### config.mk
export PLATFORM = sky130hd
export DESIGN_NAME = boron_inv_round_perm_iter
export DESIGN_NICKNAME = d
export VERILOG_FILES = /design/src/rtl/boron_pkg.sv /design/src/rtl/boron_inv_rot_word.sv /design/src/rtl/boron_inv_round_perm_iter.sv
export SDC_FILE = /design/constraint.sdc
export NUM_CORES = 1
export LEC_CHECK = 0
export CAP_MARGIN = 25
export CORE_ASPECT_RATIO = 1.2
export CORE_UTILIZATION = 39
export CTS_BUF_LIST = sky130_fd_sc_hd__clkbuf_4
export CTS_CLUSTER_DIAMETER = 120
export DETAILED_ROUTE_END_ITERATION = 12
export PLACE_DENSITY = 0.82
export SLEW_MARGIN = 0
export SYNTH_ARGS = -nofsm -noshare
export SYNTH_HDL_FRONTEND = slang
export SYNTH_SLANG_ARGS = --single-unit
### constraint.sdc
create_clock -name clk -period 3.6 [get_ports clk]
set_clock_uncertainty 0.05 [all_clocks]
set_input_delay 0.72 -clock clk [delete_from_list [all_inputs] [get_ports clk]]
set_output_delay 0.72 -clock clk [all_outputs]
set_load 0.01 [all_outputs]
### src/rtl/boron_pkg.sv
// boron_pkg: shared Boron permutation constants, word rotations and FSM encoding.
package boron_pkg;
  localparam int WORD_W = 16;
  localparam int BLOCK_W = 64;
  localparam int N_WORDS = 4;
  localparam int ROT0 = 1;
  localparam int ROT1 = 4;
  localparam int ROT2 = 7;
  localparam int ROT3 = 9;
  typedef enum logic [1:0] {ST_IDLE, ST_BUSY, ST_DONE} state_t;
  function automatic int rot_of(input int w);
    return w == 0 ? ROT0 : w == 1 ? ROT1 : w == 2 ? ROT2 : ROT3;
  endfunction
endpackage

### src/rtl/boron_inv_rot_word.sv
// boron_inv_rot_word: combinational rotate-right of one word by a fixed amount.
module boron_inv_rot_word #(
  parameter int WORD_W = 16,
  parameter int SHIFT = 1
) (
  input  logic [WORD_W-1:0] x,
  output logic [WORD_W-1:0] y
);
  assign y = (x >> SHIFT) | (x << (WORD_W - SHIFT));
endmodule

### src/rtl/boron_inv_round_perm_iter.sv
// boron_inv_round_perm_iter: iterative inverse Boron permutation layer, one pass per clock,
// with valid/ready handshakes on both sides.
module boron_inv_round_perm_iter
  import boron_pkg::*;
#(
  parameter int COUNT_W = 4,
  parameter int MAX_COUNT = 15
) (
  input  logic               clk,
  input  logic               rst_n,
  input  logic               in_valid,
  output logic               in_ready,
  input  logic [BLOCK_W-1:0] in_data,
  input  logic [COUNT_W-1:0] in_count,
  output logic               out_valid,
  input  logic               out_ready,
  output logic [BLOCK_W-1:0] out_data,
  output logic               busy
);
  state_t state_q, state_d;
  logic [BLOCK_W-1:0] data_q, data_d, pass;
  logic [COUNT_W-1:0] rem_q, rem_d, clamp;
  for (genvar w = 0; w < N_WORDS; w++) begin : g_rot
    boron_inv_rot_word #(.WORD_W(WORD_W), .SHIFT(rot_of(w))) u_rot (
      .x(data_q[w*WORD_W +: WORD_W]),
      .y(pass[w*WORD_W +: WORD_W])
    );
  end
  assign clamp = (32'(in_count) > MAX_COUNT) ? COUNT_W'(MAX_COUNT) : in_count;
  always_comb begin
    state_d = state_q;
    data_d = data_q;
    rem_d = rem_q;
    case (state_q)
      ST_IDLE: if (in_valid) begin
        data_d = in_data;
        rem_d = clamp;
        state_d = clamp != '0 ? ST_BUSY : ST_DONE;
      end
      ST_BUSY: begin
        data_d = pass;
        rem_d = rem_q - COUNT_W'(1);
        state_d = rem_q == COUNT_W'(1) ? ST_DONE : ST_BUSY;
      end
      ST_DONE: state_d = out_ready ? ST_IDLE : ST_DONE;
      default: state_d = ST_IDLE;
    endcase
  end
  always_ff @(posedge clk or negedge rst_n) begin
    if (!rst_n) begin
      state_q <= ST_IDLE;
      data_q <= '0;
      rem_q <= '0;
    end else begin
      state_q <= state_d;
      data_q <= data_d;
      rem_q <= rem_d;
    end
  end
  assign in_ready = state_q == ST_IDLE;
  assign out_valid = state_q == ST_DONE;
  assign busy = state_q != ST_IDLE;
  assign out_data = data_q;
endmodule

==> results of run 1 <==
## final cells by class
type / instances / area (µm²)
clock buffer: 10 / 75.1
clock inverter: 6 / 76.3
fill: 711 / 3310
inverter: 5 / 18.8
multi-input combinational: 224 / 1430
sequential: 70 / 1750
tap: 114 / 143
timing repair buffer: 142 / 1430
## sequential cells by signal, summed over array words and instances, names as in the netlist
name and flops:
state_q 2, out_data 64, rem_q 4
## metrics by stage
| step | power (mW) | hold slack [ps] | instances | setup WS [ps] |
|---|---|---|---|---|
| 2_1_floorplan | 2.91 | 374 | 323 | 1990 |
| 3_3_place_gp | 3.88 | 434 | 554 | 1370 |
| 5_1_grt | 4.80 | 304 | 571 | 1010 |
| 6_report | 4.45 | 292 | 571 | 1110 |
| 4_1_cts | 4.50 | 285 | 571 | 1090 |
| 3_5_place_dp | 3.95 | 445 | 555 | 1320 |
## per-layer routing
layer | part of all wire (%) | global-route usage, % | wire length, µm | vias to the layer above
met5 | 0 | 0 | 0 | -
met4 | 1.3 | 6.92 | 100 | 0
met2 | 48 | 30.0 | 3600 | 83
met3 | 6.0 | 4.68 | 454 | 8
li1 | - | - | - | 1370
met1 | 45 | 21.6 | 3410 | 1226
## how the worst max path moves through the flow
stage                    start  endpoint  slack (ps)  cells past startpoint
CTS                 state_q[0]      busy        1090                      3
finish              state_q[0]      busy        1110                      3
floorplan           state_q[0]      busy        1990                      3
detailed placement    in_valid  rem_q[3]        1320                      5
global route        state_q[0]      busy        1010                      3
global placement      in_valid  rem_q[3]        1370                      5
## where the power goes
part | total [mW] | internal, mW | switching [mW]
Combinational | 2.36 | 1.28 | 1.08
Clock | 0.545 | 0.282 | 0.263
Sequential | 1.54 | 1.20 | 0.343
## cells in the final DEF (no fill, tap or decap), drive strengths merged, types with 4 or more instances in the layout
cell type and n:
clkdlybuf4s50 137, dfrtp 70, nand2 66, o21ai 66, mux2i 64, clkbuf 10
inv 5, buf 5, nor2 4, a21oi 4, clkinv 4
## worst register-to-register path, cell delays in order, from the launching register on
cell and delay [ps]:
sky130_fd_sc_hd__dfrtp_1 520, sky130_fd_sc_hd__nand2b_4 560, sky130_fd_sc_hd__buf_12 330, sky130_fd_sc_hd__mux2i_1 260
sky130_fd_sc_hd__o21ai_0 100
## logic make-up after synthesis
group	Yosys count	share of synthesized area, %
DFF	70	52.3
AOI/OAI and AO/OA	79	12.7
buffers and inverters	29	5.08
adders and majority gates	2	0.748
muxes	64	19.1
and+or+nand+nor	79	9.94
==> flow_results.org, run 1 <==
** Critical path
- Worst setup path category :: reg -> out
- Critical path's slowest cell :: sky130_fd_sc_hd__dfrtp_1
- Cell-by-cell listing of the critical path :: nor2_1 -> inv_1 -> clkdlybuf4s50_1
- The worst setup path is captured at an output pin.
- Slowest cell delay on critical path :: just over 600 ps
- STA puts the critical path data arrival time at roughly 1700 ps.
- Beginning of the worst register-to-register path :: state_q[1]
- The number of buffers and inverters on the critical path is 2.
- On the critical path the largest part of the delay comes from flip-flops.
- Reg-to-reg critical path endpoint :: out_data[52]
- Crit-path max FO :: 10
- Data on the critical path is required at its endpoint by roughly 2800 ps.
- Internal reg-to-reg setup slack :: 1650 ps
- Worst reg2reg path depth :: 4
- Kind of launch point of the worst setup path :: flip-flop

** Drt
- Count of antenna-violating nets left after detailed routing :: 0
- In this run, the number of DRC markers left after iteration 0 of detailed routing was 98.
- After detailed routing, the average wire length per cell comes to 13.3 µm.
- Drt drc :: 0
- Dividing the detail-routed via count by the number of cells gives ~4.7.
- Total Wirelength :: approximately 7.6 mm
- The pre-antenna-repair detailed-routing pass consisted of 3 iterations.
- Detailed routing inserted a total of around 2700 vias.

** Power and ir drop
- Cell area power density :: 903 nW/µm²
- Leakage :: 2.09 nW
- IR analysis of the VDD net gives a maximum drop of between 0.4 and 0.5 mV.

** Placement
- Detailed-placement wirelength estimate :: 5.41 mm
- Count of input and output buffers :: 138
- Global placer's final weighted congestion :: 0.775
- Total cell area at the placement stage :: 4780 µm²

** Worst hold path
- HP Class :: in -> async

** Synthesis
- Of all flip-flops after synthesis, the portion carrying an async set or reset was 100%.
- Number of distinct library cells after synthesis :: 29
- Synthesized cell area :: 3350 µm²
- Among all flip-flop cells after synthesis, the most frequent one is sky130_fd_sc_hd__dfrtp_1.
- Ranked by total cell area, the synthesized netlist is headed by sky130_fd_sc_hd__dfrtp_1 52%, sky130_fd_sc_hd__mux2i_1 19%, sky130_fd_sc_hd__o21ai_0 9.1%.
- The synthesized design contains 0 enable-type register cells.
- Synth top area share :: 52.3%
- By instance count, the leading cell after synthesis is sky130_fd_sc_hd__dfrtp_1.
- Top cells by count, synth :: 70 x sky130_fd_sc_hd__dfrtp_1, 66 x sky130_fd_sc_hd__nand2_1, 64 x sky130_fd_sc_hd__mux2i_1
- During synthesis, Yosys emitted a total of 0 warnings.
- Yosys top cell by area :: sky130_fd_sc_hd__dfrtp_1
- Sequential cells were found to cover 52.3% of the synthesized design area.
- Post-Synthesis Net Count :: 397
- Synthesis produced 323 cells.
- After synthesis the netlist holds a flip-flop and latch count of 70.
- Dividing the synthesized area by the synthesized cell count gives 10.4 µm².

** Outcome
- The run finished with clean final reports.

** Cells and area
- After routing the design area is about 4900 µm².
- Synth-to-layout area growth :: 47.3%
- In the final layout, the share of cells above drive strength 1 is 4.81%.
- The number of antenna diodes in the final layout is 0.
- Fin nets :: 526
- Cells fill 59.8% of the core in the end.

** GRT
- The initial antenna violation count was 0.
- Global routing consumed, over all layers together, 17.7% of the routing resources.
- Entering global routing, the biggest net connects 133 pins.
- Wire length of the first global-routing pass :: 12.3 mm
- The total overflow left after global routing is 0.
- Vias in the first global route :: between 2000 and 3000

** Floorplanning
- For this design the top-level I/O count stands at 139.
- The floorplan step set the die width to 86.6 µm.
- Num rows :: 36
- For this configuration, the core starts out at a cell density of 40.6%.
- The die covers about 9000 µm².
- Vertical die dimension :: roughly 100 µm
- Core box area :: between 8000 and 9000 µm²

** Clock network
- The clock reaches the later pin of the worst-skew pair after 400 ps.
- The number of clock buffers added by TritonCTS is 9.
- Number of buffers inserted by post-CTS setup repair :: 0
- Gates resized during post-CTS repair numbered 0.
- Buffer cell driving the clock tree root :: sky130_fd_sc_hd__clkbuf_4
- The clock passes through at most 2 buffers.
- The clock drives 70 sinks.
- H-tree lvl count :: 3
- TritonCTS built the clock tree.
- Clock-pin slew on the worst setup and hold paths :: 120 ps
- Cts-stage hold buffer count :: 0

** Job
- Number of violations of the max-capacitance limit :: 0

** STA
- Slew Limit Fails :: 0
- Of the available clock period, the critical path in the final layout requires 69.2%.
- Transition time at the pin with the least slew margin :: 579 ps
- Fin Setup TNS :: 0 ps
- In this run the tightest slew margin relative to its limit is 61.4%.
- Derived from the worst setup path, the maximum achievable clock frequency is roughly 0.40 GHz.
- Setup violations remaining at the end of the flow were counted as 0.
- The count of final hold-check violations is 0.
- Setup repair after global routing left no endpoint under its margin.
- The routed design could run at a clock period as short as 2490 ps.
Note: power is estimated with default switching activity, not from simulation.
==> inputs of run 2 (changes only) <==
==> constraint.sdc (replaced) <==
create_clock -name clk -period 2.5 [get_ports clk]
set_clock_uncertainty 0.05 [all_clocks]
set_input_delay 0.5 -clock clk [delete_from_list [all_inputs] [get_ports clk]]
set_output_delay 0.5 -clock clk [all_outputs]
set_load 0.01 [all_outputs]
==> run 2 against run 1 <==
Effect of this change: highest routed layer unchanged; first-iteration DRC count up 11%; design area rose by 0.71%; non-clock buffer count rose by 3; largest cell class unchanged; cell count is 0.53% higher; die area is the same; critical endpoint unchanged.
==> flow_results.org, run 2 (synthesis results as in run 1) <==
** Outcome
- Result of the run :: completed

** Critical path
- The setup path with the least slack is of type reg -> out.
- Worst setup EP type :: output pin
- Crit-path max FO :: 10
- Critical path's slowest cell :: sky130_fd_sc_hd__dfrtp_1
- Kind of launch point of the worst setup path :: flip-flop
- Slowest cell delay on critical path :: 600 ps
- Critical Path RT :: 1950 ps
- Arrival time at the worst endpoint :: 1710 ps
- Traced cell by cell, the critical path runs through nor2_1 -> inv_1 -> clkdlybuf4s50_1.

** Floorplanning
- Starting utilization of the core area :: between 40 and 50%
- Row generation in the floorplan step produced 36 rows.
- Die Area :: 8960 µm²
- Number of top-level pins :: approximately 140
- Vertical die dimension :: 103 µm
- Measured along the x axis, the die boundary spans 86.6 µm.
- The total area inside the core boundary comes to 8240 µm².

** Placement
- The count of buffers added on input and output ports is between 100 and 150.
- Detailed-placement wirelength estimate :: 5.75 mm
- Global placer's final weighted congestion :: 0.825
- Instance count after placement with tap cells included :: 558

** Power and ir drop
- Peak supply drop :: 0.517 mV
- Leakage :: roughly 2.1 nW
- For this design the ratio of total power to cell area is 1310 nW/µm².

** GRT
- Wire length of the first global-routing pass :: about 13 mm
- Entering global routing, the biggest net connects 70 pins.
- Number of antenna violations at the first check in global routing :: 0
- Vias in the first global route :: about 2700
- All-Layer GR Usage :: a little under a fifth
- Global routing finished with a remaining overflow of 0.

** Cells and area
- Layout cells sized above 1 :: under 10%
- Leaving out fill and tap cells, the most frequent cells in the layout are 137 x sky130_fd_sc_hd__clkdlybuf4s50_1, 70 x sky130_fd_sc_hd__dfrtp_1, 66 x sky130_fd_sc_hd__nand2_1.
- Synth-to-layout area growth :: 48.3%
- Leaving out fill and tap cells, the most frequent cell in the layout is sky130_fd_sc_hd__clkdlybuf4s50_1.
- At the end of the flow, the number of nets in the layout was between 500 and 600.
- Final Non-Filler Cells :: 574
- Largest register FFs :: 64
- At the end of the flow the core is filled with cells to around 60%.
- Antenna diode count :: 0
- Count of fill cells added during filler insertion :: 713

** STA
- In the final timing run, aggregate negative setup slack is 0 ps.
- Period minus WS final :: approximately 2300 ps
- Setup repair after global routing left no endpoint under its margin.
- Slew headroom :: 69.6%
- The number of slew-limit violations in the final report was 0.
- Setup violators final :: 0
- The count of final hold-check violations is 0.
- Transition time at the pin with the least slew margin :: 457 ps
- Across all hold checks on the routed design, the worst slack comes to 79.4 ps.
- Based on the critical path, the design can be clocked at up to 0.442 GHz.
- Dividing the final minimum period by the clock period gives 90.5%.

** Job
- Max-cap violations in this run came to 0.

** Clock network
- CTS placed an instance of sky130_fd_sc_hd__clkbuf_4 at the clock tree root.
- Clock net sink count :: 70
- Number of buffers inserted during clock tree synthesis :: 9
- Clock tree from TritonCTS :: done
- Clock-pin slew on the worst setup and hold paths :: 110 ps
- Post-CTS resize count :: 0
- Number of buffers inserted by post-CTS setup repair :: 0
- CTS built an H-tree with a depth of 3.
- The clock reaches the later pin of the worst-skew pair after 410 ps.
- After clock tree synthesis, the flow added hold-fix buffers numbering 0.
- Counting along the longest clock path gives a buffer depth of 2.

** Drt
- The final route contains 2773 vias.
- DR vias/cell :: 4.83
- In the final routed layout, each cell accounts on average for 13.9 µm.
- Count of antenna-violating nets left after detailed routing :: 0
- Summed over all layers, the routed wires come to ~8 mm.
- Detailed Routing Iterations Pass 1 :: 4
- Drt drc :: 0
- The first routing iteration left 109 violations.

** Worst hold path
- HP Class :: in -> async
-- run 2: final cells by class --
| cell class | count | area, µm² | area share (%) |
|---|---|---|---|
| clock inverter | 6 | 76.3 | 1.54 |
| inverter | 5 | 18.8 | 0.378 |
| clock buffer | 10 | 75.1 | 1.51 |
| multi-input combinational | 224 | 1430 | 28.9 |
| timing repair buffer | 145 | 1470 | 29.5 |
| tap | 114 | 143 | 2.87 |
| sequential | 70 | 1750 | 35.3 |
-- run 2: worst max-delay path: cells and delay by family (launching register included) --
kind                   cells  cell delay [ps]
DFF                        1              600
buffers and inverters      2              590
and+or+nand+nor            1              110
-- run 2: stage by stage --
| stage | worst slack (ps) | power [mW] | area, µm² |
|---|---|---|---|
| 4_1_cts | 199 | 6.58 | 4960 |
| 3_3_place_gp | 613 | 5.66 | 4810 |
| 5_1_grt | 122 | 7.02 | 4960 |
| 2_1_floorplan | 1080 | 4.19 | 3350 |
| 3_5_place_dp | 557 | 5.77 | 4810 |
| 6_report | 239 | 6.51 | 4960 |
-- run 2: final timing paths --
check	slack, ps	cells after the start	endpoint	start
min in group clk	460	2	out_data[62]	out_data[62]
min	80	2	out_data[47]	rst_n
max reg2reg	640	4	out_data[34]	state_q[1]
min reg2reg	460	2	out_data[62]	out_data[62]
max in group asynchronous	1980	2	out_data[15]	rst_n
max	240	3	busy	state_q[0]
-- run 2: layer usage --
metal,up-vias,GRT usage [%],wire (µm)
li1,1377,-,-
met1,1291,22.3,3450
met2,92,30.6,3820
met3,13,4.52,538
met4,0,10.5,181
met5,-,0,0
-- run 2: where the power goes --
| group | switching [mW] | leakage, nW | internal [mW] | total, mW |
|---|---|---|---|---|
| clock network | 0.388 | 0.0829 | 0.406 | 0.794 |
| logic | 1.60 | 1.17 | 1.90 | 3.50 |
| registers | 0.487 | 0.851 | 1.72 | 2.21 |
